[config.mk]
export PLATFORM = sky130hd
export DESIGN_NAME = uart_tx_arbiter
export DESIGN_NICKNAME = d
export VERILOG_FILES = /design/src/rtl/uart_tx_arbiter.sv
export SDC_FILE = /design/constraint.sdc
export NUM_CORES = 1
export LEC_CHECK = 0
export CAP_MARGIN = 20
export CORE_MARGIN = 3
export CORE_UTILIZATION = 40
export DETAILED_ROUTE_END_ITERATION = 7
export GPL_TIMING_DRIVEN = 1
export PLACE_DENSITY = 0.95
export REMOVE_ABC_BUFFERS = 1
export SKIP_CTS_REPAIR_TIMING = 1
export SYNTH_ARGS = -nofsm -noshare
export SYNTH_HDL_FRONTEND = slang
export SYNTH_SLANG_ARGS = --single-unit
[constraint.sdc]
create_clock -name clk -period 5.5 [get_ports clk]
set_input_delay 0.55 -clock clk [delete_from_list [all_inputs] [get_ports clk]]
set_output_delay 0.55 -clock clk [all_outputs]
set_load 0.1 [all_outputs]
[src/rtl/uart_tx_arbiter.sv]
// Round-robin arbiter sharing one UART transmitter between NUM_REQ byte sources.
// Optional busy-wait timeout enabled by defining UART_ARB_TIMEOUT_EN.
module uart_tx_arbiter #(
    parameter int unsigned NUM_REQ        = 4,
    parameter int unsigned TX_BUSY_BIT    = 0,
    parameter int unsigned SETTLE_CYCLES  = 4,
    parameter int unsigned TIMEOUT_CYCLES = 65535,
    localparam int unsigned ID_W          = $clog2(NUM_REQ)
) (
    input  logic                 clk,
    input  logic                 arst,
    input  logic [NUM_REQ-1:0]   req_valid,
    input  logic [8*NUM_REQ-1:0] req_data,
    output logic [NUM_REQ-1:0]   req_ready,
    output logic [ID_W-1:0]      grant_id,
    output logic                 ctl_reg_we,
    output logic [18:0]          ctl_reg_wdata,
    output logic [18:0]          ctl_reg_wmask,
    input  logic [11:0]          st_reg_rdata,
    output logic                 busy,
    output logic                 timeout_err
);

    typedef enum logic [1:0] {StIdle, StWrite, StSettle, StWaitDone} state_e;

    state_e          state_q, state_d;
    logic [ID_W-1:0] rr_ptr_q;
    logic [ID_W-1:0] grant_id_q;
    logic [7:0]      data_q;
    logic [3:0]      settle_cnt_q, settle_cnt_d;
    logic [ID_W-1:0] winner;
    logic [7:0]      sel_byte;
    logic            found;
    logic            grant;
    logic            tx_busy;
    logic            tmo_hit;

    assign tx_busy = st_reg_rdata[TX_BUSY_BIT];

    // First valid requester searching upward from rr_ptr, wrapping.
    always_comb begin
        int unsigned cand;
        found    = 1'b0;
        winner   = '0;
        sel_byte = '0;
        cand     = 0;
        for (int unsigned i = 0; i < NUM_REQ; i++) begin
            cand = (32'(rr_ptr_q) + i) % NUM_REQ;
            if (!found && req_valid[cand]) begin
                found  = 1'b1;
                winner = ID_W'(cand);
            end
        end
        for (int unsigned i = 0; i < NUM_REQ; i++) begin
            if (ID_W'(i) == winner) sel_byte = req_data[8*i +: 8];
        end
    end

    assign grant     = (state_q == StIdle) && found;
    // Gated by arst so the strobe is low while reset is held.
    assign req_ready = (grant && !arst) ? (NUM_REQ'(1) << winner) : '0;

    always_comb begin
        state_d      = state_q;
        settle_cnt_d = settle_cnt_q;
        unique case (state_q)
            StIdle: begin
                if (grant) state_d = StWrite;
            end
            StWrite: begin
                settle_cnt_d = '0;
                state_d      = StSettle;
            end
            StSettle: begin
                if (settle_cnt_q == 4'(SETTLE_CYCLES - 1)) begin
                    state_d = StWaitDone;
                end else begin
                    settle_cnt_d = settle_cnt_q + 4'd1;
                end
            end
            StWaitDone: begin
                if (!tx_busy || tmo_hit) state_d = StIdle;
            end
            default: state_d = StIdle;
        endcase
    end

    always_ff @(posedge clk or posedge arst) begin
        if (arst) begin
            state_q      <= StIdle;
            rr_ptr_q     <= '0;
            grant_id_q   <= '0;
            data_q       <= '0;
            settle_cnt_q <= '0;
        end else begin
            state_q      <= state_d;
            settle_cnt_q <= settle_cnt_d;
            if (grant) begin
                rr_ptr_q   <= ID_W'((32'(winner) + 1) % NUM_REQ);
                grant_id_q <= winner;
                data_q     <= sel_byte;
            end
        end
    end

`ifdef UART_ARB_TIMEOUT_EN
    logic [15:0] tmo_cnt_q;

    // Counter is zero on the first WAIT_DONE cycle and counts WAIT_DONE cycles.
    always_ff @(posedge clk or posedge arst) begin
        if (arst) begin
            tmo_cnt_q <= '0;
        end else if (state_q == StSettle) begin
            tmo_cnt_q <= '0;
        end else if (state_q == StWaitDone) begin
            tmo_cnt_q <= tmo_cnt_q + 16'd1;
        end
    end

    assign tmo_hit     = (state_q == StWaitDone) && tx_busy && (tmo_cnt_q == 16'(TIMEOUT_CYCLES));
    assign timeout_err = tmo_hit;
`else
    logic unused_timeout;
    assign unused_timeout = ^TIMEOUT_CYCLES;
    assign tmo_hit        = 1'b0;
    assign timeout_err    = 1'b0;
`endif

    logic unused_status;
    assign unused_status = ^st_reg_rdata;

    assign grant_id      = grant_id_q;
    assign busy          = (state_q != StIdle);
    assign ctl_reg_we    = (state_q == StWrite);
    assign ctl_reg_wdata = ctl_reg_we ? {data_q, 1'b1, 10'h0} : '0;
    assign ctl_reg_wmask = ctl_reg_we ? {8'hFF, 1'b1, 10'h0} : '0;

endmodule

==> results of run 1 <==
## cells by family after synthesis
kind of cell,count (synthesis),share of synthesized area [%]
buf+inv,53,20.4
compound gates,47,23.4
simple gates,44,17.7
flops,18,28.5
fa+ha+maj,9,7.11
mux,3,2.13
other cells,1,0.237
xor+xnor,1,0.553
## cell type report
type / count / area, sq um
sequential: 18 / 450
multi-input combinational: 125 / 885
clock buffer: 3 / 41.3
timing repair buffer: 64 / 636
inverter: 14 / 52.6
fill: 326 / 1620
tap: 48 / 60.1
## through the flow
stage                     cells  setup slack, ps  area [sq um]  hold WS [ps]
after CTS                   272             1260          2120           503
after detailed placement    269             1260          2080           487
final                       272             1270          2120           496
after floorplan             157            -4420          1390           489
after global routing        272             1160          2120           519
after global placement      269             1280          2080           468
## routing by layer
layer  routed length [um]  global-route usage, %  vias up
li1                     -                      -      672
met1                 1560                   17.4      660
met2                 1880                   28.8       70
met3                  454                   4.86        2
met4                   14                   2.92        0
met5                    0                      0        -
## critical path: stages
cell	delay, ps
clkdlybuf4s50_1	520
nor4_2	510
or4_1	230
ha_1	530
and2_1	210
clkdlybuf4s50_1	1130
## worst max path at each step
stage                            from           endpoint
5_1_grt                  req_valid[0]       req_ready[2]
6_report                 req_valid[0]       req_ready[2]
3_3_place_gp             req_valid[0]       req_ready[2]
4_1_cts                  req_valid[0]       req_ready[2]
2_1_floorplan  state_q[1]$_DFFE_PP0P_  ctl_reg_wdata[11]
3_5_place_dp             req_valid[0]       req_ready[2]
## registers in the layout, indices dropped and copies added, names as in the netlist
name          cells
settle_cnt_q      4
grant_id          2
state_q           2
rr_ptr_q          2
data_q            8
## synthesized netlist by cell type (all sizes together), types with 4 or more instances
master   instances  share of area [%]
inv             14                3.3
a21oi           18                5.7
a2bb2oi          8                4.4
and2            13                5.1
buf             36                 16
dfrtp           18                 28
ha               9                7.1
nand3b           9                4.3
a221o            8                5.1
nor2             4               0.95
==> impl_metrics.tcl, run 1 <==
set metrics [dict create \
    synth_edf_count 0 \
    vias_per_cell 5.16 \
    rows 22 \
    dp_hpwl_um 3010 \
    setup_violations 0 \
    maxCapViolations 0 \
    die_y_um 68.9 \
    rsz0062_at_grt "false" \
    drc 0 \
    crit_fanout 17 \
    ys_warn_count 0 \
    cts.path.max_buffers 2 \
    synth_seq_cells 18 \
    yosys.cell_types.count 37 \
    syn_area_sq_um 1580 \
    die_w_um 68.9 \
    relSlewSlack_pct 34.2 \
    cts_buffers 3 \
    insertedDiodeCount 0 \
    grt_pass1_vias 1215 \
    antenna_found_initial 0 \
    core_area_sq_um 3740 \
    startpoint_type "input port" \
    finish.utilization_pct 56.8 \
    rr_worst_depth 7 \
    finalCritPeriodShare_pct 76.9 \
    tightestPinTransition_ps 983 \
    ys_seq_area_share_pct 28.5 \
    final_cell_mix "62 x clkdlybuf4s50_1, 21 x conb_1, 18 x a21oi_1, 18 x dfrtp_1, 14 x inv_1" \
    cts_tree "built" \
    crit_type "in2out" \
    worst_setup_path_end_kind "output pin" \
    synthCells 176 \
    hold_violations 0 \
    postRouteAntennaNets 0 \
    grt_start_max_net_pins 22 \
    critPathRequiredTime_ps 4950 \
    fin_tns_setup_ps 0 \
    hp-class "reg2reg" \
    grt_overflow 0 \
    syn_to_final_growth_pct 34.2 \
    grt_pass1_wl_um 5580 \
    nets 285 \
    crit-reg2reg-launch "rr_ptr_q[0]$_DFFE_PP0N_" \
    gp_congestion 0.826 \
    r2r_end "data_q[3]$_DFFE_PP0N_" \
    fp.dieArea_sq_um 4750 \
    cts.reportedPaths.clkPinSlew_ps 70 \
    worstHoldEndpoint "grant_id[1]$_DFFE_PP0N_" \
    drt_iter0_markers 64 \
    status "finished clean" \
    whs_path_depth 2 \
    cp.arrival_ps 3680 \
    routedWlPerCell_um 14.4 \
    rrSetupSlack_ps 3050 \
    hp-start "grant_id[1]$_DFFE_PP0N_" \
    vias 1404 \
    fmax_mhz 236 \
    drive_gt1_share_pct 4.02 \
    slew_violations 0 \
    clock_skew_ps 4.00 \
    htreeDepth 1 \
    io_pins 97 \
    wirelength_um 3920 \
    cts_sinks 18 \
    layout_commonest_cell "clkdlybuf4s50_1" \
    syn_area_per_cell_sq_um 8.99 \
    port_buffers 64 \
    start_util_pct 42.3 \
    synthFlopType "dfrtp_1" \
    postSynth.asyncResetShare_pct 100 \
    post-route-min-period_ps 4230 \
    grt_usage_pct 15.5 \
    insertion_delay_ps 250 \
    firstDrtPassIters 4 \
    cts_root_buf "clkbuf_8" \
]
Power of run 1 is not shown: default switching activity piles up to over one toggle a cycle in this logic, so the estimate is an artifact.
==> run 2: changes to the inputs <==
--- a/config.mk
+++ b/config.mk
@@ -7,10 +7,10 @@
 export LEC_CHECK = 0
 export CAP_MARGIN = 20
 export CORE_MARGIN = 3
-export CORE_UTILIZATION = 40
+export CORE_UTILIZATION = 37
 export DETAILED_ROUTE_END_ITERATION = 7
 export GPL_TIMING_DRIVEN = 1
-export PLACE_DENSITY = 0.95
+export PLACE_DENSITY = 0.89
 export REMOVE_ABC_BUFFERS = 1
 export SKIP_CTS_REPAIR_TIMING = 1
 export SYNTH_ARGS = -nofsm -noshare
==> constraint.sdc (replaced) <==
create_clock -name clk -period 4.2 [get_ports clk]
set_input_delay 0.42 -clock clk [delete_from_list [all_inputs] [get_ports clk]]
set_output_delay 0.42 -clock clk [all_outputs]
set_load 0.1 [all_outputs]
==> run 2 against run 1 <==
  * Non-clock buffer count grew 2
  * Register-to-register slack worse by 1300 ps
  * Clock skew is 1.7 ps lower
  * Wire length shrank 5.0%
  * First-iteration DRC count shrank 31%
  * Core utilization shrank 3.7 points
  * Die area grew 7.4%
  * Final area rose by 1.2%
  * Clock-buffer cell count grew 1
  * Critical path type unchanged
  * Critical endpoint is now req_ready[1]
==> impl_metrics.tcl, run 2 (same netlist as run 1, synthesis figures left out) <==
set metrics [dict create \
    drive_gt1_share_pct 6.17 \
    clock_skew_ps 2.32 \
    rows 23 \
    grt_start_max_net_pins 22 \
    vias_per_cell 5.04 \
    cts_sinks 18 \
    port_buffers 64 \
    hp-class "reg2reg" \
    r2r_end "data_q[3]$_DFFE_PP0N_" \
    drc 0 \
    core_area_sq_um 4060 \
    gp_congestion 0.767 \
    max_stage_delay_ps 550 \
    fin_cells 277 \
    maxCapViolations 0 \
    critical-path-top-delay-family "simple AND/OR/NAND/NOR gates" \
    finish.utilization_pct 53.0 \
    setup_violations 0 \
    fp.dieArea_sq_um 5100 \
    slew_violations 0 \
    syn_to_final_growth_pct 35.9 \
    relSlewSlack_pct 33.6 \
    cp.arrival_ps 2850 \
    cts_buffers 3 \
    insertedDiodeCount 0 \
    cp-startpoint "req_valid[2]" \
    crit-reg2reg-launch "rr_ptr_q[0]$_DFFE_PP0N_" \
    die_w_um 71.4 \
    whs_path_depth 2 \
    vias 1396 \
    start_util_pct 39.0 \
    worstHoldEndpoint "grant_id[1]$_DFFE_PP0N_" \
    crit_type "in2out" \
    cts.path.max_buffers 2 \
    grt_pass1_wl_um 6050 \
    post-route-min-period_ps 3270 \
    wirelength_um 3720 \
    detailedPlace.worstSlack_ps 968 \
    critPathRequiredTime_ps 3780 \
    io_pins 97 \
    finalCritPeriodShare_pct 77.8 \
    rr_worst_depth 7 \
    top_regs "data_q: 8 flops, settle_cnt_q: 4 flops" \
    status "finished clean" \
    nets 287 \
    postRouteAntennaNets 0 \
    dp_hpwl_um 2860 \
    path_cells "clkdlybuf4s50_1, nor2b_1, o21a_1, nor4_1, ha_1, and2_1, buf_4" \
    antenna_found_initial 0 \
    dp_cells 273 \
    fin_tns_setup_ps 0 \
    cp.buffers_inverters 2 \
    drt_iter0_markers 44 \
    largest_register_ffs 8 \
    fmax_mhz 306 \
    grt_usage_pct 14.5 \
    fillers 365 \
    rrSetupSlack_ps 1780 \
    worst_setup_path_end_kind "output pin" \
    die_y_um 71.4 \
    regMostFlops "data_q" \
    tightestPinTransition_ps 993 \
    grt_overflow 0 \
    rsz0062_at_grt "false" \
    layout_commonest_cell "clkdlybuf4s50_1" \
    crit_fanout 17 \
    final_cell_mix "60 x clkdlybuf4s50_1, 21 x conb_1, 18 x a21oi_1, 18 x dfrtp_1, 14 x inv_1" \
    routedWlPerCell_um 13.4 \
    insertion_delay_ps 250 \
    grt_pass1_vias 1338 \
    fin_ws_ps 930 \
    htreeDepth 1 \
    startpoint_type "input port" \
    cts_root_buf "clkbuf_8" \
    cts_tree "built" \
    cts.reportedPaths.clkPinSlew_ps 70 \
    cp_slowest_cell "ha_1" \
    hp-start "grant_id[1]$_DFFE_PP0N_" \
    firstDrtPassIters 4 \
    hold_violations 0 \
]
## run 2: metal layers
metal	track usage (%)	wire length, um	vias up
met5	0	0	-
met4	4.18	17	0
met3	3.65	435	2
met2	25.5	1670	75
met1	17.6	1600	645
li1	-	-	674
## run 2: layout make-up
| cell class | count | area [sq um] | area share (%) |
|---|---|---|---|
| clock buffer | 4 | 55.1 | 2.56 |
| inverter | 14 | 52.6 | 2.44 |
| multi-input combinational | 125 | 885 | 41.1 |
| sequential | 18 | 450 | 20.9 |
| tap | 50 | 62.6 | 2.91 |
| timing repair buffer | 66 | 646 | 30.0 |
## run 2: how the worst max path moves through the flow
stage                                    to  slack, ps  cells past startpoint
after global placement         req_ready[2]       1060                      7
after detailed placement       req_ready[1]        970                      7
final                          req_ready[1]        930                      7
after floorplan           ctl_reg_wdata[11]      -5590                      3
after CTS                      req_ready[1]        970                      7
after global routing           req_ready[1]        750                      7
## run 2: worst reg2reg max path, cell delays in order, from the launching register on
cell and delay (ps):
dfrtp_1 400, nor2b_1 80, o21a_1 230, nor4_1 420, ha_1 550, a21oi_1 140
a221o_1 360, a2bb2oi_1 160
## run 2: stage by stage
stage / hold slack [ps] / cell area, sq um
2_1_floorplan: 359 / 1390
3_3_place_gp: 463 / 2100
3_5_place_dp: 473 / 2100
4_1_cts: 490 / 2150
5_1_grt: 507 / 2150
6_report: 486 / 2150
Power of run 2 is left out for the same reason.
==> patch 1: new RTL, config.mk and constraints of run 2 <==
Add a define of `UART_ARB_TIMEOUT_EN`.
--- a/src/rtl/uart_tx_arbiter.sv
+++ b/src/rtl/uart_tx_arbiter.sv
@@ -2,2 +2,4 @@
 // Optional busy-wait timeout enabled by defining UART_ARB_TIMEOUT_EN.
+`define UART_ARB_TIMEOUT_EN
+
 module uart_tx_arbiter #(
Check against the original RTL: same outputs for any inputs over 10 cycles, from zero or initial values and one cycle with arst high; that may be too few to reach the edited logic, so the function may still have changed.
==> patch 1 against run 2 <==
- die area rose by 42%
- wire length rose by 47%
- highest routed layer unchanged
- cell area rose by 38%
- sequential cell count rose by 16
- synthesized cell count rose by 58%
- setup slack improved by 0.045 ns
- synthesized area rose by 46%
- largest cell class unchanged
- worst hold slack got worse by 0.0057 ns
==> patch 1: results (changes against run 2) <==
stage;metric;value;unit;change
run_status;outcome;completed;;
drt;Pre-antenna DRT Iters;4;;unchanged
run;maxcap violations;0;;unchanged
placement;Buffers on Ports;65;;+1.6%
logic_synthesis;commonest cells in the netlist;dfrtp_1 (34), nor2_1 (34), buf_4 (30);;
drt;Initial DRC Count;103;;+130%
worst_setup_path;Max FO, Critical Path;17;;unchanged
logic_synthesis;cells taking the most area after synthesis;dfrtp_1 (37%), buf_4 (9.8%), nor2_1 (5.5%);;
cts;CTS root buffer;clkbuf_8;;
worst_setup_path;critical path arrival;2.80;ns;-0.05 ns
global_routing;vias in the first global route;1904;;+42%
logic_synthesis;Primary FF master, synth;dfrtp_1;;
timing;Worst-Margin Slew;1.01;ns;+0.0154 ns
placement;GP Congestion;0.782;;+2.1%
global_routing;initial antenna violation count;0;;unchanged
final_layout;largest registers;tmo_cnt_q: 16 flops, data_q: 8 flops, settle_cnt_q: 4 flops;;
logic_synthesis;Syn Area/Cell;8.30;um^2;-7.7%
final_layout;non-filler instance count after layout;405;;+46%
placement;hpwl dp;4150;um;+45%
power;worst vdd ir;0.737;mV;
cts;Skew-Pair Late Insertion Delay;0.29;ns;+0.04 ns
die;Die W;85.0;um;+19%
worst_setup_path;Slowest cell on crit path;ha_1;;
logic_synthesis;Yosys cell types;36;;-2.7%
cts;Bufs on Longest Clock Path;2;;unchanged
timing;Clock Skew;0.00539;ns;+0.00306 ns
hold_path;Worst Hold Depth;2;;unchanged
placement;post-placement cell area;2860;um^2;+36%
placement;Placed Cells;397;;+45%
final_layout;fin nets;389;;+36%
worst_setup_path;crit-path max cell delay;0.62;ns;+0.07 ns
logic_synthesis;Async SR Flop Fraction;1.00;;unchanged
cts;Reg clk slew, reported paths;0.06;ns;
cts;TritonCTS Buffers;5;;+2
timing;final count of hold timing violations;0;;unchanged
global_routing;first-pass GRT wire length;9070;um;+50%
global_routing;largest net degree at the start of global routing;24;;+9.1%
hold_path;worst hold path type;register to register;;
logic_synthesis;Synth Warn #;0;;unchanged
final_layout;diode count;0;;unchanged
drt;routed length per instance;13.5;um;+0.42%
final_layout;fillers;545;;+49%
final_layout;share of cells above drive strength 1;0.0576;;-0.00410
worst_setup_path;Reg2Reg Depth;9;;+2
global_routing;GRT Total Usage;0.153;;+0.00757
logic_synthesis;post-synthesis sequential area ratio;0.369;;+0.0840
worst_setup_path;Setup crit start kind;input port;;
cts;total number of H-tree levels;2;;+1
drt;routed vias;2023;;+45%
-- patch 1: changes by cell type in the layout (fill, tap and decap cells not counted), sizes merged, moves of 7 or more --
| cell | change |
|---|---|
| dfrtp | +16 |
| a221oi | +7 |
| nor2 | +30 |
| nand2 | +18 |
| o21ai | +14 |
| xnor2 | +7 |
| a221o | -8 |
| a2bb2oi | -8 |
| nand3b | -9 |
| nand3 | +7 |
-- patch 1: power by group --
| part | leakage (nW) | total (mW) | switching, mW | internal, mW |
|---|---|---|---|---|
| logic | 0.815 | 1.61 | 1.21 | 0.398 |
| registers | 0.437 | 0.483 | 0.0637 | 0.419 |
| clock network | 0.0524 | 0.294 | 0.116 | 0.177 |
-- patch 1: worst max-delay path, delay by kind of cell --
family | cells | cell delay [ns]
and+or+nand+nor | 3 | 0.83
buffers and inverters | 2 | 0.77
adders and majority gates | 1 | 0.62
muxes | 1 | 0.16
-- patch 1: logic make-up after synthesis --
group | share of synthesized area
buffers and inverters | 0.149
DFF | 0.369
adders and majority gates | 0.0542
other | 0.00162
muxes | 0.0233
AOI/OAI and AO/OA | 0.139
xor gates and xnor gates | 0.0417
and+or+nand+nor | 0.223
-- patch 1: routing by layer --
layer	vias up	wire, um	track usage
li1	995	-	-
met1	967	2260	0.187
met2	54	2890	0.268
met3	7	232	0.0291
met4	0	77	0.0547
met5	-	0	0
-- patch 1: layout make-up --
cell class	instances	share of cell area
Multi-Input combinational cell	202	0.401
Sequential cell	34	0.287
Timing Repair Buffer	67	0.221
Tap cell	75	0.0317
Clock buffer	7	0.0258
Inverter	19	0.0241
Clock inverter	1	0.0101
-- patch 1: path summary, 6_finish.rpt --
| path | start | slack, ns | end |
|---|---|---|---|
| min in group asynchronous | arst | 0.53 | settle_cnt_q[0] |
| hold reg to reg | grant_id[1] | 0.48 | grant_id[1] |
| hold / removal | grant_id[1] | 0.48 | grant_id[1] |
| max in group asynchronous | arst | 2.96 | state_q[0] |
| setup / recovery | req_valid[0] | 0.98 | req_ready[3] |
| setup reg to reg | rr_ptr_q[1] | 1.52 | data_q[2] |
-- patch 1: per-stage QoR --
step            util  hold slack (ns)  setup WS (ns)
2_1_floorplan      -            0.458          -5.59
3_3_place_gp   0.477            0.467           1.15
3_5_place_dp   0.477            0.474           1.04
4_1_cts        0.494            0.489           1.01
5_1_grt        0.494            0.519          0.840
6_report       0.494            0.480          0.975
==> patch 2: new RTL, settings of run 2 <==
Made on the original files. Re-encode `state_e` (4 states) as one-hot, 4 bits wide.
--- a/src/rtl/uart_tx_arbiter.sv
+++ b/src/rtl/uart_tx_arbiter.sv
@@ -23,3 +23,3 @@
 
-    typedef enum logic [1:0] {StIdle, StWrite, StSettle, StWaitDone} state_e;
+    typedef enum logic [3:0] {StIdle = 4'b0001, StWrite = 4'b0010, StSettle = 4'b0100, StWaitDone = 4'b1000} state_e;
 
Check against the original RTL: same outputs for any inputs over 10 cycles, from zero or initial values and one cycle with arst high; not proved beyond that.
==> patch 2 against run 2 <==
- setup slack improved by 0.16 ns
- wire length shrank 0.83%
- synthesized area down 1.7%
- worst hold slack got worse by 0.049 ns
- critical path depth up 1
- sequential cell count up 2
- via count down 2.5%
- cell area is 2.7% lower
- critical path type unchanged
- largest cell class unchanged
==> patch 2: results (changes against run 2) <==
stage;metric;value;unit;change
worst_setup_path;Worst Setup SP;req_valid[1];;
drt;Initial DRC Count;58;;+32%
drt;final wirelength;3690;um;-0.83%
global_routing;vias in the first global route;1317;;-1.6%
worst_setup_path;critical path arrival;2.69;ns;-0.16 ns
worst_setup_path;r2r setup slk;1.61;ns;-0.17 ns
worst_setup_path;Reg2Reg Depth;9;;+2
logic_synthesis;Yosys cell types;42;;+14%
worst_setup_path;worst r2r src;rr_ptr_q[0];;
worst_setup_path;worst setup path end;req_ready[2];;
global_routing;GRT Total Usage;0.143;;-0.00226
global_routing;largest net degree at the start of global routing;25;;+14%
drt;routed length per instance;13.4;um;-0.47%
timing;Worst-Margin Slew;0.975;ns;-0.0178 ns
power;seq pwr;0.358;mW;
logic_synthesis;commonest cells in the netlist;buf_4 (31), dfrtp_1 (19), a21oi_1 (17);;
placement;GP Congestion;0.733;;-4.3%
drt;met1 wire length;1470;um;-8.3%
final_layout;fin nets;284;;-1.0%
final_layout;largest registers;data_q: 8 flops, settle_cnt_q: 4 flops, state_q: 4 flops;;
final_layout;share of cells above drive strength 1;0.175;;+0.114
drt;met3 wire len;355;um;-18%
timing;hold slack;0.437;ns;-0.0488 ns
global_routing;met3 GRT Util;0.0554;;+0.0189
global_routing;met1 GRT Util;0.155;;-0.0203
placement;hpwl dp;2860;um;-0.13%
logic_synthesis;Mapped Cells;177;;+0.57%
drt;met2 WL;1830;um;+9.6%
cts;Bufs on Longest Clock Path;2;;unchanged
final_layout;diode count;0;;unchanged
global_routing;GR met2 Demand/Resource;0.254;;-0.000725
run_status;outcome;completed;;
global_routing;first-pass GRT wire length;5840;um;-3.4%
power;Reg power frac;0.185;;
placement;Placed Cells;271;;-0.73%
drt;routed vias;1361;;-2.5%
worst_setup_path;cell family with most CP delay;buffers and inverters;;
logic_synthesis;post-synthesis sequential area ratio;0.322;;+0.0378
patch 2: through the flow:
stage          worst slack (ns)  cell area (um^2)
2_1_floorplan            -16.31              1350
3_3_place_gp               1.07              2010
3_5_place_dp               1.04              2010
4_1_cts                    1.08              2080
5_1_grt                   0.892              2090
6_report                   1.09              2090
patch 2: cell type report:
type / count / area [um^2]
fillers: 358 / 1760
multi-input cells: 124 / 803
repair buffers: 66 / 602
flip-flops and latches: 20 / 502
well taps: 48 / 60.1
inverters: 14 / 55.1
clock buffers: 3 / 41.3
clock inverters: 1 / 30.0
patch 2: kinds of logic (layout without fill, tap and decap cells):
group / Yosys count / in the layout / share of synthesized area
buffers and inverters: 53 / 84 / 0.215
and+or+nand+nor: 51 / 51 / 0.209
AOI/OAI and AO/OA: 43 / 43 / 0.182
DFF: 20 / 20 / 0.322
adders and majority gates: 5 / 5 / 0.0402
muxes: 3 / 3 / 0.0225
other: 1 / 21 / 0.00241
xor gates and xnor gates: 1 / 1 / 0.00563
